**config.mk**
```make
export PLATFORM = sky130hd
export DESIGN_NAME = hilo_muldiv_flat
export DESIGN_NICKNAME = d
export VERILOG_FILES = /design/src/rtl/hilo_muldiv_if.sv /design/src/rtl/hilo_muldiv.sv /design/src/flat_wrapper.sv
export SDC_FILE = /design/constraint.sdc
export NUM_CORES = 1
export LEC_CHECK = 0
export CORE_MARGIN = 2
export CORE_UTILIZATION = 54
export DETAILED_ROUTE_END_ITERATION = 8
export PLACE_DENSITY = 0.86
export SYNTH_ARGS = -nofsm -noshare
export SYNTH_HDL_FRONTEND = slang
export SYNTH_SLANG_ARGS = --single-unit
```
**constraint.sdc**
```tcl
create_clock -name clk -period 3.5 [get_ports clk]
set_clock_uncertainty 0.15 [all_clocks]
set_input_delay 0.7 -clock clk [delete_from_list [all_inputs] [get_ports clk]]
set_output_delay 0.7 -clock clk [all_outputs]
set_load 0.005 [all_outputs]
```
**src/rtl/hilo_muldiv_if.sv**
```systemverilog
// Handshake and operand/result bundle between the control/regfile side and
// the HI/LO multiply-divide unit.
interface hilo_muldiv_if #(
  parameter int WIDTH = 32
);
  logic             start;
  logic [2:0]       op;
  logic [WIDTH-1:0] rs_data;
  logic [WIDTH-1:0] rt_data;
  logic             busy;
  logic             done;
  logic             dz;
  logic [WIDTH-1:0] hi;
  logic [WIDTH-1:0] lo;

  modport master (
    output start, op, rs_data, rt_data,
    input  busy, done, dz, hi, lo
  );

  modport slave (
    input  start, op, rs_data, rt_data,
    output busy, done, dz, hi, lo
  );
endinterface

```
**src/rtl/hilo_muldiv.sv**
```systemverilog
// Iterative MULT/MULTU/DIV/DIVU unit with architectural HI/LO registers.
// Signed ops run the unsigned core on magnitudes; signs are fixed up at the
// final RUN cycle, which is also the edge that writes HI/LO and raises done.
module hilo_muldiv #(
  parameter int WIDTH = 32
) (
  input  logic         clk,
  input  logic         rst,
  hilo_muldiv_if.slave bus
);
  localparam int CW = $clog2(WIDTH) + 1;

  typedef enum logic [1:0] {S_IDLE, S_RUN, S_DONE} state_t;

  state_t           state_q, state_d;
  logic [CW-1:0]    cnt_q, cnt_d;
  logic [WIDTH-1:0] hacc_q, hacc_d;   // mul: upper product / div: remainder
  logic [WIDTH-1:0] lacc_q, lacc_d;   // mul: multiplier/lower product / div: dividend->quotient
  logic [WIDTH-1:0] opnd_q, opnd_d;   // multiplicand or divisor magnitude
  logic             is_div_q, is_div_d;
  logic             neg_hi_q, neg_hi_d;
  logic             neg_lo_q, neg_lo_d;
  logic             dz_q, dz_d;
  logic [WIDTH-1:0] hi_q, hi_d;
  logic [WIDTH-1:0] lo_q, lo_d;

  // Operand magnitudes: only signed ops (op[0]=0) look at the sign bit.
  logic             rs_neg, rt_neg;
  logic [WIDTH-1:0] rs_abs, rt_abs;
  assign rs_neg = ~bus.op[0] & bus.rs_data[WIDTH-1];
  assign rt_neg = ~bus.op[0] & bus.rt_data[WIDTH-1];
  assign rs_abs = rs_neg ? -bus.rs_data : bus.rs_data;
  assign rt_abs = rt_neg ? -bus.rt_data : bus.rt_data;

  // One shift-add step and one restoring-division step.
  logic [WIDTH:0]     mul_sum;
  logic [WIDTH:0]     div_shift, div_diff;
  logic [2*WIDTH-1:0] prod_raw, prod_fix;
  assign mul_sum   = {1'b0, hacc_q} + (lacc_q[0] ? {1'b0, opnd_q} : '0);
  assign div_shift = {hacc_q, lacc_q[WIDTH-1]};
  assign div_diff  = div_shift - {1'b0, opnd_q};
  assign prod_raw  = {hacc_q, lacc_q};
  assign prod_fix  = neg_lo_q ? -prod_raw : prod_raw;

  assign bus.busy = (state_q == S_RUN);
  assign bus.done = (state_q == S_DONE);
  assign bus.dz   = (state_q == S_DONE) & dz_q;
  assign bus.hi   = hi_q;
  assign bus.lo   = lo_q;

  // Next-state, datapath iteration and HI/LO write selection.
  always_comb begin
    state_d  = state_q;
    cnt_d    = cnt_q;
    hacc_d   = hacc_q;
    lacc_d   = lacc_q;
    opnd_d   = opnd_q;
    is_div_d = is_div_q;
    neg_hi_d = neg_hi_q;
    neg_lo_d = neg_lo_q;
    dz_d     = dz_q;
    hi_d     = hi_q;
    lo_d     = lo_q;
    case (state_q)
      S_IDLE: begin
        if (bus.start) begin
          case (bus.op)
            3'b000, 3'b001, 3'b010, 3'b011: begin
              state_d  = S_RUN;
              is_div_d = bus.op[1];
              neg_lo_d = rs_neg ^ rt_neg;
              neg_hi_d = bus.op[1] ? rs_neg : (rs_neg ^ rt_neg);
              hacc_d   = '0;
              if (bus.op[1]) begin
                lacc_d = rs_abs;
                opnd_d = rt_abs;
              end else begin
                lacc_d = rt_abs;
                opnd_d = rs_abs;
              end
              if (bus.op[1] && bus.rt_data == '0) begin
                // Skip the iterations: the next RUN cycle goes straight to DONE.
                dz_d  = 1'b1;
                cnt_d = CW'(WIDTH);
              end else begin
                dz_d  = 1'b0;
                cnt_d = '0;
              end
            end
            3'b100:  hi_d = bus.rs_data;
            3'b101:  lo_d = bus.rs_data;
            default: ;
          endcase
        end
      end
      S_RUN: begin
        if (cnt_q == CW'(WIDTH)) begin
          state_d = S_DONE;
          if (!dz_q) begin
            if (is_div_q) begin
              lo_d = neg_lo_q ? -lacc_q : lacc_q;
              hi_d = neg_hi_q ? -hacc_q : hacc_q;
            end else begin
              hi_d = prod_fix[2*WIDTH-1:WIDTH];
              lo_d = prod_fix[WIDTH-1:0];
            end
          end
        end else begin
          cnt_d = cnt_q + 1'b1;
          if (is_div_q) begin
            if (!div_diff[WIDTH]) begin
              hacc_d = div_diff[WIDTH-1:0];
              lacc_d = {lacc_q[WIDTH-2:0], 1'b1};
            end else begin
              hacc_d = div_shift[WIDTH-1:0];
              lacc_d = {lacc_q[WIDTH-2:0], 1'b0};
            end
          end else begin
            {hacc_d, lacc_d} = {mul_sum, lacc_q[WIDTH-1:1]};
          end
        end
      end
      S_DONE:  state_d = S_IDLE;
      default: state_d = S_IDLE;
    endcase
  end

  // State and datapath registers; reset aborts any operation in flight.
  always_ff @(posedge clk or negedge rst) begin
    if (!rst) begin
      state_q  <= S_IDLE;
      cnt_q    <= '0;
      hacc_q   <= '0;
      lacc_q   <= '0;
      opnd_q   <= '0;
      is_div_q <= 1'b0;
      neg_hi_q <= 1'b0;
      neg_lo_q <= 1'b0;
      dz_q     <= 1'b0;
      hi_q     <= '0;
      lo_q     <= '0;
    end else begin
      state_q  <= state_d;
      cnt_q    <= cnt_d;
      hacc_q   <= hacc_d;
      lacc_q   <= lacc_d;
      opnd_q   <= opnd_d;
      is_div_q <= is_div_d;
      neg_hi_q <= neg_hi_d;
      neg_lo_q <= neg_lo_d;
      dz_q     <= dz_d;
      hi_q     <= hi_d;
      lo_q     <= lo_d;
    end
  end
endmodule

```
**src/flat_wrapper.sv**
```systemverilog
// flat-port wrapper written by rule: the top's interface ports become plain ports
module hilo_muldiv_flat 
#(
  parameter int WIDTH = 32
)
  (clk, rst, bus_start, bus_op, bus_rs_data, bus_rt_data, bus_busy, bus_done, bus_dz, bus_hi, bus_lo);
  hilo_muldiv_if #(.WIDTH(WIDTH)) bus_i ();
  input  logic clk;
  input  logic rst;
  input wire logic [$bits(bus_i.start)-1:0] bus_start;
  input wire logic [$bits(bus_i.op)-1:0] bus_op;
  input wire logic [$bits(bus_i.rs_data)-1:0] bus_rs_data;
  input wire logic [$bits(bus_i.rt_data)-1:0] bus_rt_data;
  output wire logic [$bits(bus_i.busy)-1:0] bus_busy;
  output wire logic [$bits(bus_i.done)-1:0] bus_done;
  output wire logic [$bits(bus_i.dz)-1:0] bus_dz;
  output wire logic [$bits(bus_i.hi)-1:0] bus_hi;
  output wire logic [$bits(bus_i.lo)-1:0] bus_lo;
  assign bus_i.start = bus_start;
  assign bus_i.op = bus_op;
  assign bus_i.rs_data = bus_rs_data;
  assign bus_i.rt_data = bus_rt_data;
  assign bus_busy = bus_i.busy;
  assign bus_done = bus_i.done;
  assign bus_dz = bus_i.dz;
  assign bus_hi = bus_i.hi;
  assign bus_lo = bus_i.lo;
  hilo_muldiv #(.WIDTH(WIDTH)) u_core (.clk(clk), .rst(rst), .bus(bus_i));
endmodule
```
==> out/metrics.yaml <==
status: "complete, but fails checks"
violations: "design-rule violations, negative setup slack"
pin_count: 137
max_stage_delay_ns: 0.57
crit_path_end_kind: "flop"
cts_max_level: 4
numCtsBuffers: 17
synth-edff-count: 0
root_buffer: "clkbuf_16"
core_um2: 27800
ir_drop_uv: 526
max_slew_margin: 0.342
io_buffers: 136
ys_warn_count: 0
grt_pass1_vias: 16300
synth_cell_types: 73
syn_avg_cell_area_um2: 7.71
final_util: 0.701
cts_hold_buf: 0
drtIter0Drc: 3082
antennaDiodeCount: 0
clock_latency_ns: 0.46
synth.cell_area_um2: 15200
startpoint: "u_core.lacc_q[18]"
routed_wl_mm: 61.1
synth_async_sr_flop_share: 1.00
ys_seq_area_frac: 0.283
path_common_cell: "or4_4"
fp.dieH_um: 172
finalSetupViolations: 14
critPathLaunchType: "flop"
final_nets: 2367
initial_core_util: 0.548
mappedNetlistNets: 2116
drv_cap: 0
finalHoldViolCount: 0
tightest_slew_ns: 0.983
arrival_ns: 3.85
stdcell_count: 2616
leakage_nw: 8.53
ys.flop_type: "dfrtp_1"
period_share: 1.04
grt_overflow: 0
die-area_um2: 29500
clk_pin_slew_ns: 0.08
final_antenna_net_count: 0
placed_cells: 2566
layout-drive-gt1-share: 0.163
postSynthCellCount: 1974
pre_cts_slack_ns: -0.496
dp_hpwl_mm: 44.6
rows: 61
reg2reg_to: "u_core.bus.hi[11]"
power_density_nw_per_um2: 1080
post-route-worst-setup-slack_ns: -0.144
synth_seq_cells: 172
area_growth_pct: 28.0
dr.pass1.iters: 9
worst_ep_required_time_ns: 3.71
dr_total_vias: 17700
worstPathCellList: "or4_4 > or4_4 > or4_4 > or4_4 > buf_4 > nand2_4 > a31oi_2 > xor2_2 > nor2_1 > o31ai_1"
clock-sinks: 172
power_w: 0.0211
place.gp.congestion: 1.12
wl_per_cell_um: 23.3
grt_max_degree: 90
hp-class: "in -> async"
antenna_found_initial: 0
remaining_drc_errors: 3
r2r_cells: 10
slowest_stage: "or4_4"
dieWidth_um: 172
slew_violations: 0
placed_cell_area_um2: 18200
seqCellArea_um2: 4310
reg2reg_slack_ns: -0.14
cts_tree: "yes"
rsz0062_at_grt: "true"
multi_input_area_um2: 10700
cts.path.max_buffers: 2
grt_first_pass_wirelength_mm: 90.0
vias_per_cell: 6.75
fin_area_um2: 19500
max_freq_mhz: 274
rr_startpoint: "u_core.lacc_q[18]"
track_usage: 0.399
fin_crit_ns: 3.64
n_fill_cell: 2072
criticalPathCategory: "reg -> reg"
path_max_fanout: 5
[power by group]
part	leakage, nW	switching (W)	internal, W
Clock	0.304	0.00101	0.00104
Combinational	6.09	0.00881	0.00649
Sequential	2.14	0.000864	0.00292
Total	8.53	0.0107	0.0105
[stage by stage]
| stage | setup TNS (ns) | hold WS (ns) |
|---|---|---|
| floorplan | 0 | 0.254 |
| global placement | -8.72 | 0.312 |
| detailed placement | -13.95 | 0.316 |
| CTS | -0.0878 | 0.160 |
| global route | -2.13 | 0.193 |
| finish | -1.03 | 0.141 |
[kinds of logic (layout without fill, tap and decap cells)]
logic type | count (synthesis) | in the layout | synth area share
muxes | 70 | 70 | 0.0468
adders and majority gates | 72 | 72 | 0.0602
xor gates and xnor gates | 177 | 177 | 0.102
AOI/OAI and AO/OA | 622 | 622 | 0.256
buffers and inverters | 186 | 450 | 0.0468
and+or+nand+nor | 675 | 675 | 0.205
DFF | 172 | 172 | 0.283
[how the worst max path moves through the flow]
stage | end | slack (ns) | cells after the start
detailed placement | u_core.lacc_q[28] | -0.50 | 10
finish | u_core.bus.hi[11] | -0.14 | 10
CTS | u_core.bus.hi[7] | -0.05 | 9
global placement | u_core.lacc_q[28] | -0.42 | 10
global route | u_core.bus.hi[11] | -0.18 | 10
floorplan | u_core.bus.hi[7] | 0.03 | 11
[per-layer routing]
metal	wire length (um)	track usage
met2	25400	0.604
met4	5450	0.277
met5	0	0
met1	21400	0.502
met3	8870	0.0945
[placed cells by master (no fill, tap or decap), drive strengths merged, types with 20 or more instances in the layout]
cell | Yosys | layout
nand2 | 235 | 235
nor3 | 43 | 43
a31oi | 21 | 21
nand3 | 32 | 32
clkdlybuf4s50 | 0 | 134
buf | 17 | 223
ha | 70 | 70
o21ai | 181 | 181
inv | 59 | 68
o31ai | 53 | 53
a211oi | 27 | 27
a21o | 39 | 39
dfrtp | 172 | 172
xnor2 | 80 | 80
nor2 | 213 | 213
mux2i | 61 | 61
a21oi | 165 | 165
o211ai | 28 | 28
xor2 | 97 | 97
or4 | 20 | 20
[flip-flops by register name, indices dropped and copies added (netlist names)]
register         flops
u_core.hacc_q       32
u_core.neg_lo_q      1
u_core.opnd_q       32
u_core.state_q       2
u_core.neg_hi_q      1
u_core.bus.hi       32
u_core.cnt_q         6
u_core.is_div_q      1
u_core.dz_q          1
u_core.lacc_q       32
u_core.bus.lo       32
[synth_stat cells, drive strengths merged (4+ instances only)]
cell / instances / area share
nand2: 235 / 0.058
nor2: 213 / 0.053
o21ai: 181 / 0.060
dfrtp: 172 / 0.28
a21oi: 165 / 0.054
clkbuf: 110 / 0.027
xor2: 97 / 0.056
xnor2: 80 / 0.046
ha: 70 / 0.058
mux2i: 61 / 0.040
inv: 59 / 0.015
o31ai: 53 / 0.027
nor3: 43 / 0.014
a21o: 39 / 0.019
nand3: 32 / 0.011
o211ai: 28 / 0.014
a211oi: 27 / 0.014
a31oi: 21 / 0.0086
or4: 20 / 0.011
nand2b: 19 / 0.0078
a22oi: 18 / 0.0089
buf: 17 / 0.0051
nor4: 16 / 0.0076
nand4: 15 / 0.0062
o221ai: 14 / 0.0081
or3: 14 / 0.0058
and3: 13 / 0.0053
o41ai: 13 / 0.0075
and2: 12 / 0.0051
nor2b: 12 / 0.0049
o21a: 11 / 0.0054
mux2: 9 / 0.0067
nor3b: 7 / 0.0035
o21bai: 7 / 0.0035
o22a: 6 / 0.0035
nand3b: 5 / 0.0025
nand4b: 5 / 0.0029
and4: 4 / 0.0023
[cell type report]
class,count,share of cell area
inverter,59,0.0114
timing repair buffer,359,0.162
sequential,172,0.221
clock buffer,17,0.0218
clock inverter,15,0.00989
tap,378,0.0243
multi-input combinational,1616,0.550
[what timing repair did]
action                                  4_1_cts  5_1_grt
endpoints found under the setup margin       59       67
setup buffers                                 3       12
pin swaps                                    11       48
cloned                                        0        3
gates resized for setup                      19       89
[critical path, delay by kind of cell (launching register included)]
family                 cells  cell delay [ns]
AND/OR/NAND/NOR            6             2.22
flip-flops                 1             0.39
AO/OA/AOI/OAI              2             0.31
XOR/XNOR                   1             0.30
buffers and inverters      1             0.17
(Power assumes the default switching activity.)
